File: config.mk
export PLATFORM = sky130hd
export DESIGN_NAME = stopwatch_bcd_n
export DESIGN_NICKNAME = d
export VERILOG_FILES = /design/src/rtl/stopwatch_bcd_n.sv
export SDC_FILE = /design/constraint.sdc
export NUM_CORES = 1
export LEC_CHECK = 0
export CAP_MARGIN = 20
export CORE_MARGIN = 3
export CORE_UTILIZATION = 37
export CTS_BUF_LIST = sky130_fd_sc_hd__clkbuf_8
export CTS_CLUSTER_DIAMETER = 200
export DETAILED_ROUTE_END_ITERATION = 6
export GPL_ROUTABILITY_DRIVEN = 0
export PLACE_DENSITY = 0.67
export SYNTH_ARGS = -nofsm -noshare
export SYNTH_HDL_FRONTEND = slang
export SYNTH_SLANG_ARGS = --single-unit
File: constraint.sdc
create_clock -name clk -period 3 [get_ports clk]
set_clock_uncertainty 0.2 [all_clocks]
set_input_delay 0.6 -clock clk [delete_from_list [all_inputs] [get_ports clk]]
set_output_delay 0.6 -clock clk [all_outputs]
set_load 0.05 [all_outputs]
File: src/rtl/stopwatch_bcd_n.sv
// stopwatch_bcd_n: DIGITS-digit BCD stopwatch on the falling clock edge, with start/stop/clear control.
// Define STOPWATCH_LAP_EN to add the lap-hold display register.
module stopwatch_bcd_n #(
  parameter int DIGITS   = 4,
  parameter int TICK_DIV = 1,
  parameter bit SATURATE = 1'b1
) (
  input  logic                  clk,
  input  logic                  rst_n,
  input  logic                  start,
  input  logic                  stop,
  input  logic                  clear,
  input  logic                  lap,
  output logic [4*DIGITS-1:0]   digits_out,
  output logic                  running,
  output logic                  overflow,
  output logic                  lap_active
);

  typedef enum logic [1:0] {IDLE, RUN, PAUSE, SAT} state_t;

  localparam logic [15:0] PRESC_LAST = 16'(TICK_DIV - 1);

  state_t              state, state_nx;
  logic [15:0]         presc, presc_nx;
  logic [4*DIGITS-1:0] count, count_nx, count_inc;
  logic                overflow_nx;
  logic                full;
  logic                tick;

  // Ripple-carry BCD increment; digits at 9 roll to 0 and pass the carry up.
  always_comb begin : bcd_inc
    logic carry;
    carry     = 1'b1;
    full      = 1'b1;
    count_inc = count;
    for (int k = 0; k < DIGITS; k++) begin
      if (count[4*k +: 4] != 4'd9) full = 1'b0;
      if (carry) begin
        if (count[4*k +: 4] == 4'd9) begin
          count_inc[4*k +: 4] = 4'd0;
        end else begin
          count_inc[4*k +: 4] = count[4*k +: 4] + 4'd1;
          carry = 1'b0;
        end
      end
    end
  end

  assign tick = (state == RUN) && (presc == PRESC_LAST);

  always_comb begin
    state_nx    = state;
    presc_nx    = presc;
    count_nx    = count;
    overflow_nx = overflow;
    if (clear) begin
      state_nx    = IDLE;
      presc_nx    = '0;
      count_nx    = '0;
      overflow_nx = 1'b0;
    end else begin
      case (state)
        IDLE: begin
          if (start && !stop) begin
            state_nx = RUN;
            presc_nx = '0;
          end
        end
        PAUSE: begin
          if (start && !stop) state_nx = RUN;
        end
        RUN: begin
          presc_nx = tick ? 16'd0 : presc + 16'd1;
          if (tick) begin
            if (!full) begin
              count_nx = count_inc;
            end else if (SATURATE) begin
              overflow_nx = 1'b1;
              state_nx    = SAT;
            end else begin
              count_nx    = '0;
              overflow_nx = 1'b1;
            end
          end
          // A saturating increment wins over a coincident stop.
          if (stop && state_nx == RUN) state_nx = PAUSE;
        end
        default: ;
      endcase
    end
  end

  always_ff @(negedge clk or negedge rst_n) begin
    if (!rst_n) begin
      state    <= IDLE;
      presc    <= '0;
      count    <= '0;
      overflow <= 1'b0;
      running  <= 1'b0;
    end else begin
      state    <= state_nx;
      presc    <= presc_nx;
      count    <= count_nx;
      overflow <= overflow_nx;
      running  <= (state_nx == RUN);
    end
  end

`ifdef STOPWATCH_LAP_EN
  logic [4*DIGITS-1:0] lap_reg;
  logic                lap_q;

  // Lap toggles a frozen copy of the live count onto the display.
  always_ff @(negedge clk or negedge rst_n) begin
    if (!rst_n) begin
      lap_reg <= '0;
      lap_q   <= 1'b0;
    end else if (clear) begin
      lap_q <= 1'b0;
    end else if (lap && (state == RUN || state == PAUSE)) begin
      if (!lap_q) begin
        lap_reg <= count;
        lap_q   <= 1'b1;
      end else begin
        lap_q <= 1'b0;
      end
    end
  end

  assign lap_active = lap_q;
  assign digits_out = lap_q ? lap_reg : count;
`else
  logic lap_unused;
  assign lap_unused = lap;
  assign lap_active = 1'b0;
  assign digits_out = count;
`endif

endmodule
==> results.yml, run 1 <==
synthesis:
  synth_cell_types: 51
  synth_top_area_cell: "dfrtn_1"
  synth-edff-count: 0
  synth.top_cell.area_share_pct: 42.6
  synthTopCellsByCount: "dfrtn_1, a21oi_1, nand2_1, nor2_1, inv_1"
  yosys_most_used_dff: "dfrtn_1"
  synthArstFlopShare_pct: 100
  yosysMostFrequentCell: "dfrtn_1"
  yosysWarnings: 0
  syn_area_mm2: 0.00211
  syn_nets: 237
  syn_inst: 221
  synth_seq_cells: 36
  avgSynthCellArea_um2: 9.57
  synth_area_leaders: "dfrtn_1, ha_1, a21oi_1, nand2_1, nor2_1"
  seq_area_frac_synth_pct: 42.6
placed_design:
  io_buffers: 22
  placed_cells: 327
  dp_hpwl_um: 3340
  dpl-instance-area_mm2: 0.00278
  dpl_worst_slack_ns: -0.669
sta:
  rsz0062_at_grt: "true"
  hold_violations: 0
  slew_headroom_pct: 66.1
  fin_setup_tns_ns: -3.55
  tightest_slew_ns: 0.503
  slew_violations: 0
  holdWs_ns: 0.248
  finalSetupViolations: 18
  layout_setup_ws_ns: -0.214
global_routing:
  grt_pass1_vias: 1708
  grt_pass1_wl_um: 7840
  grt_max_degree: 37
  track_usage_pct: 15.3
  overflow: 0
  antenna_found_initial: 0
finish:
  drive_gt1_share_pct: 30.6
  utilization_pct: 56.2
  fin_nets: 293
  design_area_mm2: 0.00298
  layoutNonFillerInstCount: 348
  syn_to_final_growth_pct: 40.9
  antennaDiodeCount: 0
floorplan:
  rows: 26
  ios: 25
  dieArea_mm2: 0.00666
  die_w_um: 81.6
  core_mm2: 0.00530
  start_util_pct: 39.9
  die_h_um: 81.6
detailed_routing:
  wl_per_cell_um: 13.4
  firstDrtPassIters: 4
  drc: 0
  num_vias: 1843
  post_drt_via_cell_ratio: 5.30
  antenna_left: 0
  drt-initial-drc-count: 91
  wl_um: 4680
setup_path:
  slowest_delay_ns: 0.47
  r2r_slack_ns: 0.48
  cp_max_fo: 2
  start_kind: "register"
  crit_chain: "buf_12"
  crit_family: "flip-flops"
  worstPathRequired_ns: 2.20
  slowest_stage: "dfrtn_1"
  worst_setup_path_end_kind: "primary output"
  critical_path_arrival_ns: 2.41
  crit_buf_inv: 1
  critPathKind: "register to primary output"
  critPathLaunch: "overflow$_DFFE_NN0P_"
  timing.rr.start: "presc[0]$_DFFE_NN0P_"
cts:
  cts_buffers: 5
  cts_max_level: 2
  cts_buffer_depth: 2
  cts_tree: "yes"
  cts.clk_slew.worst_paths_ns: 0.05
  clk_latency_ns: 0.30
  root_buffer: "clkbuf_8"
  clock-sinks: 36
min_path:
  hold_start: "presc[5]$_DFFE_NN0P_"
  holdCritPathClass: "register to register"
pwr:
  powerDensity_mw_per_mm2: 325
  ir_worst_vdd_mv: 0.176
  p_leak_nw: 1.35
  p_total_uw: 967
outcome:
  outcome: "complete, but fails checks"
  violations: "negative setup slack"
run:
  maxCapViolations: 0
sequential cells by signal (all words and copies together) (netlist names):
register	cells
digits_out	16
overflow	1
presc	16
running	1
state	2
where the power goes:
part	switching, mW	internal [mW]
Combinational	0.0644	0.0507
Clock	0.173	0.181
Sequential	0.00521	0.493
kinds of logic (layout without fill, tap and decap cells):
family	Yosys count	after routing	share of synthesized area [%]
and+or+nand+nor	92	92	26.9
AOI/OAI and AO/OA	49	49	15.0
DFF	36	36	42.6
buffers and inverters	21	78	4.20
adders and majority gates	10	10	5.92
xor gates and xnor gates	9	9	3.73
muxes	3	3	1.48
other	1	1	0.177
area by class of cell:
| cell class | instances | area (um^2) |
|---|---|---|
| Fill cell | 449 | 2320 |
| Multi-Input combinational cell | 164 | 1170 |
| Clock inverter | 2 | 7.51 |
| Tap cell | 70 | 87.6 |
| Timing Repair Buffer | 58 | 682 |
| Sequential cell | 36 | 901 |
| Inverter | 12 | 45.0 |
| Clock buffer | 6 | 82.6 |
cell usage in the layout, fill, tap and decap left out, drive strengths merged, types with 9 or more instances in the layout:
cell   instances
a21oi         18
o21ai          9
ha            10
nand2         14
dfrtn         36
inv           14
buf           57
nand3         11
or3            9
nor2          14
what timing repair did:
action                                  CTS  global route
pin swaps                                 8             6
buffers inserted                          6             7
gates resized for setup                  17             2
endpoints found under the setup margin   53            27
hold buffers                              0             0
metal layers:
metal | track usage [%] | wire length (um) | vias to the layer above
li1 | - | - | 909
met1 | 19.0 | 2130 | 885
met2 | 25.2 | 2270 | 39
met3 | 3.73 | 172 | 10
met4 | 6.81 | 104 | 0
met5 | 0 | 0 | -
worst paths after layout:
path | to | depth (start not counted)
max in group asynchronous | presc[4]$_DFFE_NN0P_ | 2
worst max-delay path | overflow | 1
worst min-delay path | presc[5]$_DFFE_NN0P_ | 1
worst min register to register | presc[5]$_DFFE_NN0P_ | 1
worst max register to register | digits_out[6]$_DFFE_NN0P_ | 7
min in group asynchronous | digits_out[8]$_DFFE_NN0P_ | 2
Power figures use the tool's default switching activity.
==> run 2, diff against run 1 <==
--- a/config.mk
+++ b/config.mk
@@ -12,7 +12,7 @@
 export CTS_CLUSTER_DIAMETER = 200
 export DETAILED_ROUTE_END_ITERATION = 6
 export GPL_ROUTABILITY_DRIVEN = 0
-export PLACE_DENSITY = 0.67
+export PLACE_DENSITY = 0.69
 export SYNTH_ARGS = -nofsm -noshare
 export SYNTH_HDL_FRONTEND = slang
 export SYNTH_SLANG_ARGS = --single-unit
==> constraint.sdc (replaced) <==
create_clock -name clk -period 2.9 [get_ports clk]
set_clock_uncertainty 0.2 [all_clocks]
set_input_delay 0.58 -clock clk [delete_from_list [all_inputs] [get_ports clk]]
set_output_delay 0.58 -clock clk [all_outputs]
set_load 0.05 [all_outputs]
==> run 2 against run 1 <==
The run still ends with negative setup slack left. Critical endpoint unchanged. Largest cell class unchanged. Sequential cell count unchanged. Worst hold slack lost 0.0051 ns. Sequential share of layout area down 0.54 points. Cell count did not move. Combinational power increased by 6%.
==> results.yml, run 2 (same netlist as run 1, synthesis figures left out) <==
detailed_routing:
  wl_per_cell_um: 13.9
  num_vias: 1839
  wl_um: 4830
  drc: 0
  antenna_left: 0
  post_drt_via_cell_ratio: 5.28
  drt-initial-drc-count: 68
  firstDrtPassIters: 4
floorplan:
  ios: 25
  start_util_pct: 39.9
  dieArea_mm2: 0.00666
  rows: 26
  die_w_um: 81.6
  core_mm2: 0.00530
  die_h_um: 81.6
finish:
  drive_gt1_share_pct: 32.0
  syn_to_final_growth_pct: 43.4
  design_area_mm2: 0.00303
  layout_common_cells: "dfrtn_1, buf_4, buf_12"
  fin_nets: 294
  antennaDiodeCount: 0
  utilization_pct: 57.2
  mostFrequentLayoutCell: "dfrtn_1"
  layoutNonFillerInstCount: 348
placed_design:
  io_buffers: 22
  placed_cells: 327
  dpl-instance-area_mm2: 0.00279
  dp_hpwl_um: 3580
global_routing:
  overflow: 0
  grt_pass1_vias: 1756
  use_met3_pct: 3.51
  antenna_found_initial: 0
  grt_max_degree: 37
  met2_usage_pct: 29.2
  use_met1_pct: 18.3
  grt_pass1_wl_um: 8100
  gr-max-usage-layer: "met2"
  track_usage_pct: 15.8
min_path:
  min_delay_worst_endpoint: "presc[2]$_DFFE_NN0P_"
  holdCritPathClass: "register to register"
  hold_depth: 1
  hold_start: "presc[2]$_DFFE_NN0P_"
pwr:
  ir_worst_vdd_mv: 0.187
  p_leak_nw: 1.36
  powerDensity_mw_per_mm2: 336
  p_total_mw: 1.02
sta:
  rsz0062_at_grt: "true"
  finalSetupViolations: 24
  layout_setup_ws_ns: -0.248
  slew_violations: 0
  holdWs_ns: 0.242
  tightest_slew_ns: 0.497
  hold_violations: 0
  slew_headroom_pct: 66.6
setup_path:
  slowest_stage: "dfrtn_1"
  crit_family: "flip-flops"
  timing.rr.start: "presc[0]$_DFFE_NN0P_"
  reg2reg_to: "digits_out[15]$_DFFE_NN0P_"
  critical_path_arrival_ns: 2.37
  crit_chain: "buf_12"
  critPathKind: "register to primary output"
  cp_max_fo: 2
  start_kind: "register"
  worstPathRequired_ns: 2.12
  worst_setup_path_end_kind: "primary output"
  r2r_slack_ns: 0.45
  worst_r2r_path_depth: 7
  slowest_delay_ns: 0.47
  crit_buf_inv: 1
run:
  maxCapViolations: 0
outcome:
  outcome: "complete, but fails checks"
  violations: "negative setup slack"
cts:
  cts_max_level: 2
  clock-sinks: 36
  clk_latency_ns: 0.29
  cts_buffers: 5
  postCtsHoldBufs: 0
  cts_buffer_depth: 2
  cts.clk_slew.worst_paths_ns: 0.05
  cts_tree: "yes"
  root_buffer: "clkbuf_8"
run 2: cell types whose count changed in the layout (fill, tap and decap cells not counted), sizes merged:
cell | previous run | this run
clkbuf | 6 | 7
inv | 14 | 12
buf | 57 | 58
run 2: layout make-up:
class | instances | area, um^2
well taps | 70 | 87.6
fillers | 426 | 2270
multi-input cells | 164 | 1200
inverters | 12 | 45.0
flip-flops and latches | 36 | 901
clock buffers | 7 | 96.3
repair buffers | 59 | 702
run 2: per-stage QoR:
step,TNS (ns),setup WS [ns]
6_report,-4.16,-0.248
5_1_grt,-5.10,-0.287
4_1_cts,-4.55,-0.256
3_5_place_dp,-20.46,-0.704
3_3_place_gp,-19.57,-0.663
2_1_floorplan,-2.31,-0.128
run 2: timing repair:
| action | 4_1_cts | 5_1_grt |
|---|---|---|
| setup endpoints to repair | 54 | 35 |
| resized for setup | 20 | 6 |
| setup buffers | 6 | 8 |
| pin swaps | 10 | 8 |
run 2: how the worst max path moves through the flow:
stage	from	end	slack, ns	cells after the start
floorplan	stop	presc[12]$_DFFE_NN0P_	-0.13	5
global placement	start	presc[7]$_DFFE_NN0P_	-0.66	6
detailed placement	clear	presc[5]$_DFFE_NN0P_	-0.70	5
CTS	overflow$_DFFE_NN0P_	overflow	-0.26	1
global route	digits_out[9]$_DFFE_NN0P_	digits_out[9]	-0.29	1
finish	overflow$_DFFE_NN0P_	overflow	-0.25	1
run 2: power by group:
part           switching, mW  total [mW]  internal [mW]  leakage [nW]
clock network          0.171       0.382          0.212        0.0503
registers            0.00554       0.516          0.510         0.501
logic                 0.0680       0.122         0.0540         0.813
total                  0.244        1.02          0.776          1.36
run 2: per-layer routing:
layer	part of all wire (%)	vias to the layer above	wire, um
li1	-	915	-
met2	52	32	2520
met3	3.4	4	163
met1	44	888	2110
met4	0.73	0	35
met5	0	-	0
==> run 3, diff against run 2 <==
--- a/config.mk
+++ b/config.mk
@@ -10,6 +10,7 @@
 export CORE_UTILIZATION = 37
 export CTS_BUF_LIST = sky130_fd_sc_hd__clkbuf_8
 export CTS_CLUSTER_DIAMETER = 200
+export CTS_CLUSTER_SIZE = 28
 export DETAILED_ROUTE_END_ITERATION = 6
 export GPL_ROUTABILITY_DRIVEN = 0
 export PLACE_DENSITY = 0.69
==> results of run 3 <==
Final layout, timing and power as in run 2 (identical DEF).
